--- config.mk ---
export PLATFORM = sky130hd
export DESIGN_NAME = sequential_multiplier_flat
export DESIGN_NICKNAME = d
export VERILOG_FILES = /design/src/rtl/sequential_multiplier_pkg.sv /design/src/rtl/sequential_multiplier_if.sv /design/src/rtl/adder.sv /design/src/rtl/magnitude_negate.sv /design/src/rtl/sequential_multiplier.sv /design/src/flat_wrapper.sv
export SDC_FILE = /design/constraint.sdc
export NUM_CORES = 1
export LEC_CHECK = 0
export CAP_MARGIN = 10
export CORE_UTILIZATION = 51
export CTS_BUF_LIST = sky130_fd_sc_hd__clkbuf_2 sky130_fd_sc_hd__clkbuf_4 sky130_fd_sc_hd__clkbuf_8
export CTS_CLUSTER_DIAMETER = 150
export DETAILED_ROUTE_END_ITERATION = 7
export GPL_TIMING_DRIVEN = 0
export PLACE_DENSITY = 0.76
export SLEW_MARGIN = 20
export SYNTH_ARGS = -nofsm -noshare
export SYNTH_HDL_FRONTEND = slang
export SYNTH_SLANG_ARGS = --single-unit
--- constraint.sdc ---
create_clock -name clock -period 7.02 [get_ports clock]
set_input_delay 1.755 -clock clock [delete_from_list [all_inputs] [get_ports clock]]
set_output_delay 1.755 -clock clock [all_outputs]
set_load 0.005 [all_outputs]
--- src/rtl/sequential_multiplier_pkg.sv ---
// Shared types and sizing helpers for the iterative shift-add multiplier.
package mul_pkg;

  typedef enum logic [1:0] {
    MUL_IDLE,
    MUL_RUN,
    MUL_FINISH
  } mul_state_t;

  localparam int unsigned MinWidth = 2;
  localparam int unsigned MaxWidth = 64;

  // Iteration counter must hold the value WIDTH itself.
  function automatic int unsigned cnt_width(input int unsigned width);
    return $clog2(width) + 1;
  endfunction

endpackage

--- src/rtl/sequential_multiplier_if.sv ---
// Start/done handshake, operands and result of the multiply unit.
interface sequential_multiplier_if #(
  parameter int unsigned WIDTH = 32
);
  logic                   start;
  logic                   signed_mode;
  logic [WIDTH-1:0]       a;
  logic [WIDTH-1:0]       b;
  logic                   busy;
  logic                   done;
  logic [2*WIDTH-1:0]     product;

  modport master (
    output start, signed_mode, a, b,
    input  busy, done, product
  );

  modport slave (
    input  start, signed_mode, a, b,
    output busy, done, product
  );
endinterface

--- src/rtl/adder.sv ---
// Plain unsigned adder; callers size it one bit wider when they need the carry.
module adder #(
  parameter int unsigned Width = 8
) (
  input  logic [Width-1:0] a_i,
  input  logic [Width-1:0] b_i,
  output logic [Width-1:0] sum_o
);
  assign sum_o = a_i + b_i;
endmodule

--- src/rtl/magnitude_negate.sv ---
// Conditional two's-complement negate, used for operand magnitude and result sign.
module magnitude_negate #(
  parameter int unsigned Width = 8
) (
  input  logic             neg_i,
  input  logic [Width-1:0] val_i,
  output logic [Width-1:0] val_o
);
  always_comb begin
    val_o = neg_i ? -val_i : val_i;
  end
endmodule

--- src/rtl/sequential_multiplier.sv ---
// Radix-2 shift-add multiplier: sign-magnitude operands, WIDTH+1 cycle latency.
module sequential_multiplier
  import mul_pkg::*;
#(
  parameter int unsigned WIDTH = 32
) (
  input  logic                  clock,
  input  logic                  reset,
  sequential_multiplier_if.slave bus
);
  localparam int unsigned CntW  = cnt_width(WIDTH);
  localparam int unsigned ProdW = 2 * WIDTH;

  mul_state_t        state_q, state_d;
  logic [CntW-1:0]   cnt_q, cnt_d;
  logic [ProdW:0]    acc_q, acc_d;
  logic [WIDTH-1:0]  mcand_q, mcand_d;
  logic [WIDTH-1:0]  mplier_q, mplier_d;
  logic              neg_q, neg_d;
  logic              busy_q, busy_d;
  logic              done_q, done_d;
  logic [ProdW-1:0]  product_q, product_d;

  logic [WIDTH-1:0]  a_abs, b_abs, addend;
  logic [WIDTH:0]    psum;
  logic [ProdW-1:0]  acc_signed;

  magnitude_negate #(.Width(WIDTH)) u_abs_a (
    .neg_i (bus.signed_mode & bus.a[WIDTH-1]),
    .val_i (bus.a),
    .val_o (a_abs)
  );

  magnitude_negate #(.Width(WIDTH)) u_abs_b (
    .neg_i (bus.signed_mode & bus.b[WIDTH-1]),
    .val_i (bus.b),
    .val_o (b_abs)
  );

  magnitude_negate #(.Width(ProdW)) u_neg_prod (
    .neg_i (neg_q),
    .val_i (acc_q[ProdW-1:0]),
    .val_o (acc_signed)
  );

  assign addend = mplier_q[0] ? mcand_q : '0;

  // Upper half is WIDTH+1 bits so the partial-sum carry is never lost.
  adder #(.Width(WIDTH + 1)) u_adder (
    .a_i   (acc_q[ProdW:WIDTH]),
    .b_i   ({1'b0, addend}),
    .sum_o (psum)
  );

  always_comb begin
    state_d   = state_q;
    cnt_d     = cnt_q;
    acc_d     = acc_q;
    mcand_d   = mcand_q;
    mplier_d  = mplier_q;
    neg_d     = neg_q;
    busy_d    = busy_q;
    done_d    = 1'b0;
    product_d = product_q;
    unique case (state_q)
      MUL_IDLE: begin
        if (bus.start) begin
          mcand_d  = a_abs;
          mplier_d = b_abs;
          neg_d    = bus.signed_mode & (bus.a[WIDTH-1] ^ bus.b[WIDTH-1]);
          acc_d    = '0;
          cnt_d    = CntW'(WIDTH);
          busy_d   = 1'b1;
          state_d  = MUL_RUN;
        end
      end
      MUL_RUN: begin
        acc_d    = {1'b0, psum, acc_q[WIDTH-1:1]};
        mplier_d = mplier_q >> 1;
        cnt_d    = cnt_q - CntW'(1);
        if (cnt_q == CntW'(1)) begin
          state_d = MUL_FINISH;
        end
      end
      MUL_FINISH: begin
        product_d = acc_signed;
        done_d    = 1'b1;
        busy_d    = 1'b0;
        state_d   = MUL_IDLE;
      end
      default: state_d = MUL_IDLE;
    endcase
  end

  always_ff @(posedge clock or posedge reset) begin
    if (reset) begin
      state_q   <= MUL_IDLE;
      cnt_q     <= '0;
      acc_q     <= '0;
      mcand_q   <= '0;
      mplier_q  <= '0;
      neg_q     <= 1'b0;
      busy_q    <= 1'b0;
      done_q    <= 1'b0;
      product_q <= '0;
    end else begin
      state_q   <= state_d;
      cnt_q     <= cnt_d;
      acc_q     <= acc_d;
      mcand_q   <= mcand_d;
      mplier_q  <= mplier_d;
      neg_q     <= neg_d;
      busy_q    <= busy_d;
      done_q    <= done_d;
      product_q <= product_d;
    end
  end

  assign bus.busy    = busy_q;
  assign bus.done    = done_q;
  assign bus.product = product_q;

endmodule

--- src/flat_wrapper.sv ---
// flat-port wrapper written by rule: the top's interface ports become plain ports
module sequential_multiplier_flat import mul_pkg::*;
#(
  parameter int unsigned WIDTH = 32
)
  (clock, reset, bus_start, bus_signed_mode, bus_a, bus_b, bus_busy, bus_done, bus_product);
  sequential_multiplier_if #(.WIDTH(WIDTH)) bus_i ();
  input  logic clock;
  input  logic reset;
  input wire logic [$bits(bus_i.start)-1:0] bus_start;
  input wire logic [$bits(bus_i.signed_mode)-1:0] bus_signed_mode;
  input wire logic [$bits(bus_i.a)-1:0] bus_a;
  input wire logic [$bits(bus_i.b)-1:0] bus_b;
  output wire logic [$bits(bus_i.busy)-1:0] bus_busy;
  output wire logic [$bits(bus_i.done)-1:0] bus_done;
  output wire logic [$bits(bus_i.product)-1:0] bus_product;
  assign bus_i.start = bus_start;
  assign bus_i.signed_mode = bus_signed_mode;
  assign bus_i.a = bus_a;
  assign bus_i.b = bus_b;
  assign bus_busy = bus_i.busy;
  assign bus_done = bus_i.done;
  assign bus_product = bus_i.product;
  sequential_multiplier #(.WIDTH(WIDTH)) u_core (.clock(clock), .reset(reset), .bus(bus_i));
endmodule
==> impl_metrics.yaml <==
sta:
  tightest_slew_ps: 759
  drv_slew: 0
  period_share_pct: 62.4
  fin_worst_skew_ps: 28.4
  fmax_ghz: 0.228
  rsz0062_at_grt: "false"
  finalSetupViolCount: 0
  finalWorstSetupSlack_ps: 2640
  post-route-min-period_ps: 4380
  finalHoldViolCount: 0
  relSlewSlack_pct: 48.7
  fin_setup_tns_ps: 0
critical_path:
  worst_r2r_endpoint: "u_core.acc_q[60]"
  critPathLaunch: "bus_a[0]"
  r2r-start: "u_core.mplier_q[0]"
  end_kind: "flop"
  endpoint: "u_core.mcand_q[26]"
  crit_type: "in -> reg"
  critical_path.max_fanout: 5
  cp.required_ps: 7430
  rrSetupSlack_ps: 3330
  critPathArrivalTime_ps: 4790
  cp-start-kind: "primary input"
  reg2reg_depth: 10
global_route:
  grt_pass1_wl_mm: 53.2
  antenna_found_initial: 0
  grt_usage_pct: 27.3
  grt_pass1_vias: 10600
  gr-total-overflow: 0
  grt_max_degree: 35
die:
  rows: 56
  ios: 134
  die_h_um: 157
  design.die.area_sq_um: 24700
  core_area_sq_um: 23500
  die_w_um: 157
  start_util_pct: 52.2
power:
  pwr-share-comb_pct: 48.6
  worst_ir_drop_vdd_v: 0.000262
  p_int_mw: 3.70
  p_leak_nw: 6.32
  switching_share_pct: 43.0
  seq_power_share_pct: 31.9
  p_per_area_nw_per_um2: 433
  finalPower_mw: 6.49
  switchingPower_mw: 2.79
  clockPowerShare_pct: 19.5
clock_network:
  cts_num_sinks: 203
  htree_levels: 2
  clk_pin_slew_worst_paths_ps: 60
  root_buffer: "clkbuf_8"
  cts_buffers: 36
  postCtsResizedCells: 0
  cts.path.max_buffers: 3
  postCtsSetupBuffers: 0
  clkLatencyLatePin_ps: 550
  cts_tree: "built"
  hold_buffers: 0
synthesis:
  async_flop_share_pct: 100
  seq_area_frac_synth_pct: 41.3
  syn_nets: 1505
  syn_inst: 1399
  synth.distinct_cells: 75
  synth_seq_cells: 203
  ys_warn_count: 0
  synth_area_sq_um: 12300
  synth.avg_cell_area_sq_um: 8.78
  synthFlopType: "dfrtp_1"
  synth_edf_count: 0
placed_design:
  port_buffers: 133
  post_dp_cell_area_sq_um: 14100
  place_ws_ps: 2120
  dp_hpwl_mm: 25.5
  place.gp.congestion: 0.926
cells_and_area:
  n_fill_cell: 2125
  fin_area_sq_um: 15000
  multi_input_area_sq_um: 6780
  final_common_cell: "dfrtp_1"
  area_growth_pct: 22.0
  final_nets: 1682
  mostFrequentLayoutCells: "dfrtp_1 (203), nand2_1 (201), o21ai_0 (192), clkdlybuf4s50_1 (133), xor2_1 (86)"
  final-seq-area_sq_um: 5080
  drive_above_1_share_pct: 6.36
  n_antenna_cell: 0
routing:
  antenna_left: 0
  postRouteWirelength_mm: 33.0
  vias: 11100
  dr.first_iter.drc_count: 751
  first_pass_iters: 5
  wl_per_cell_um: 17.2
  post_drt_via_cell_ratio: 5.79
  route.detailed.drc: 0
min_path:
  hold_depth: 2
  hp-class: "reg -> reg"
flow_run:
  cap_viol_max_count: 0
run_status:
  status: "completed"
==> area by class of cell <==
| cell class | instances | area share (%) |
|---|---|---|
| Tap cell | 319 | 2.66 |
| Buffer | 82 | 2.08 |
| Clock inverter | 8 | 0.868 |
| Timing Repair Buffer | 139 | 9.68 |
| Inverter | 33 | 0.852 |
| Clock buffer | 57 | 4.73 |
| Multi-Input combinational cell | 1081 | 45.2 |
| Sequential cell | 203 | 33.9 |
==> worst max-delay path, stage by stage <==
cell and delay, ps:
clkdlybuf4s50_1 450, inv_1 100, ha_1 170, or3b_2 500, nor4_2 370, nand3_1 250, o41ai_1 680, o21ai_0 250
xnor2_1 180, o21ai_0 80
==> cells by family after synthesis <==
kind of cell | synth area share [%]
simple gates | 18.1
compound gates | 22.9
flops | 41.3
xor+xnor | 9.91
buf+inv | 3.54
fa+ha+maj | 3.93
mux | 0.244
==> cells in the mapped netlist, types with 27 or more instances <==
cell / n / area share [%]
a22o_1: 29 / 2.1
nand2_1: 201 / 6.1
and2_1: 36 / 1.8
nand3_1: 27 / 1.1
nor3_1: 27 / 1.1
nor2_1: 59 / 1.8
ha_1: 37 / 3.8
o21ai_0: 192 / 7.8
clkbuf_1: 67 / 2.0
xnor2_1: 53 / 3.8
xor2_1: 86 / 6.1
inv_1: 33 / 1.0
a21oi_1: 71 / 2.9
dfrtp_1: 203 / 41
==> sequential cells by signal, summed over array words and instances, names as in the netlist <==
name,flops
u_core.neg_q,1
u_core.state_q,2
u_core.mplier_q,32
u_core.acc_q,64
u_core.bus.done,1
u_core.mcand_q,32
u_core.bus.busy,1
u_core.cnt_q,6
u_core.bus.product,64
==> worst min-delay path by stage <==
stage / from / end / slack [ps]
after floorplan: u_core.mcand_q[24] / u_core.mcand_q[24] / 440
after global placement: u_core.mcand_q[24] / u_core.mcand_q[24] / 450
after detailed placement: u_core.mcand_q[9] / u_core.mcand_q[9] / 460
after CTS: u_core.mcand_q[9] / u_core.mcand_q[9] / 480
after global routing: u_core.mcand_q[9] / u_core.mcand_q[9] / 500
final: u_core.mcand_q[0] / u_core.mcand_q[0] / 470
==> metrics by stage <==
stage,instances,util (%),hold WS (ps)
2_1_floorplan,1399,-,442
3_3_place_gp,1851,59.6,453
3_5_place_dp,1857,60.1,463
4_1_cts,1922,63.6,476
5_1_grt,1922,63.7,498
6_report,1922,63.7,469
==> routing by layer <==
layer  wire (um)  vias to the layer above  track usage, %
met1       14700                     5289            37.1
met2       15600                      393            45.3
met4         604                        0            8.23
met3        2060                       53            3.77
met5           0                        -               0
li1            -                     5390               -
==> power groups by stage <==
stage          combinational [mW]  sequential (mW)  clock [mW]
5_1_grt                      3.50             2.13        1.33
3_3_place_gp                 3.05             2.06           0
3_5_place_dp                 3.12             2.08           0
6_report                     3.15             2.07        1.26
4_1_cts                      3.14             2.06        1.28
2_1_floorplan                2.11             1.96           0
Power figures use the tool's default switching activity.
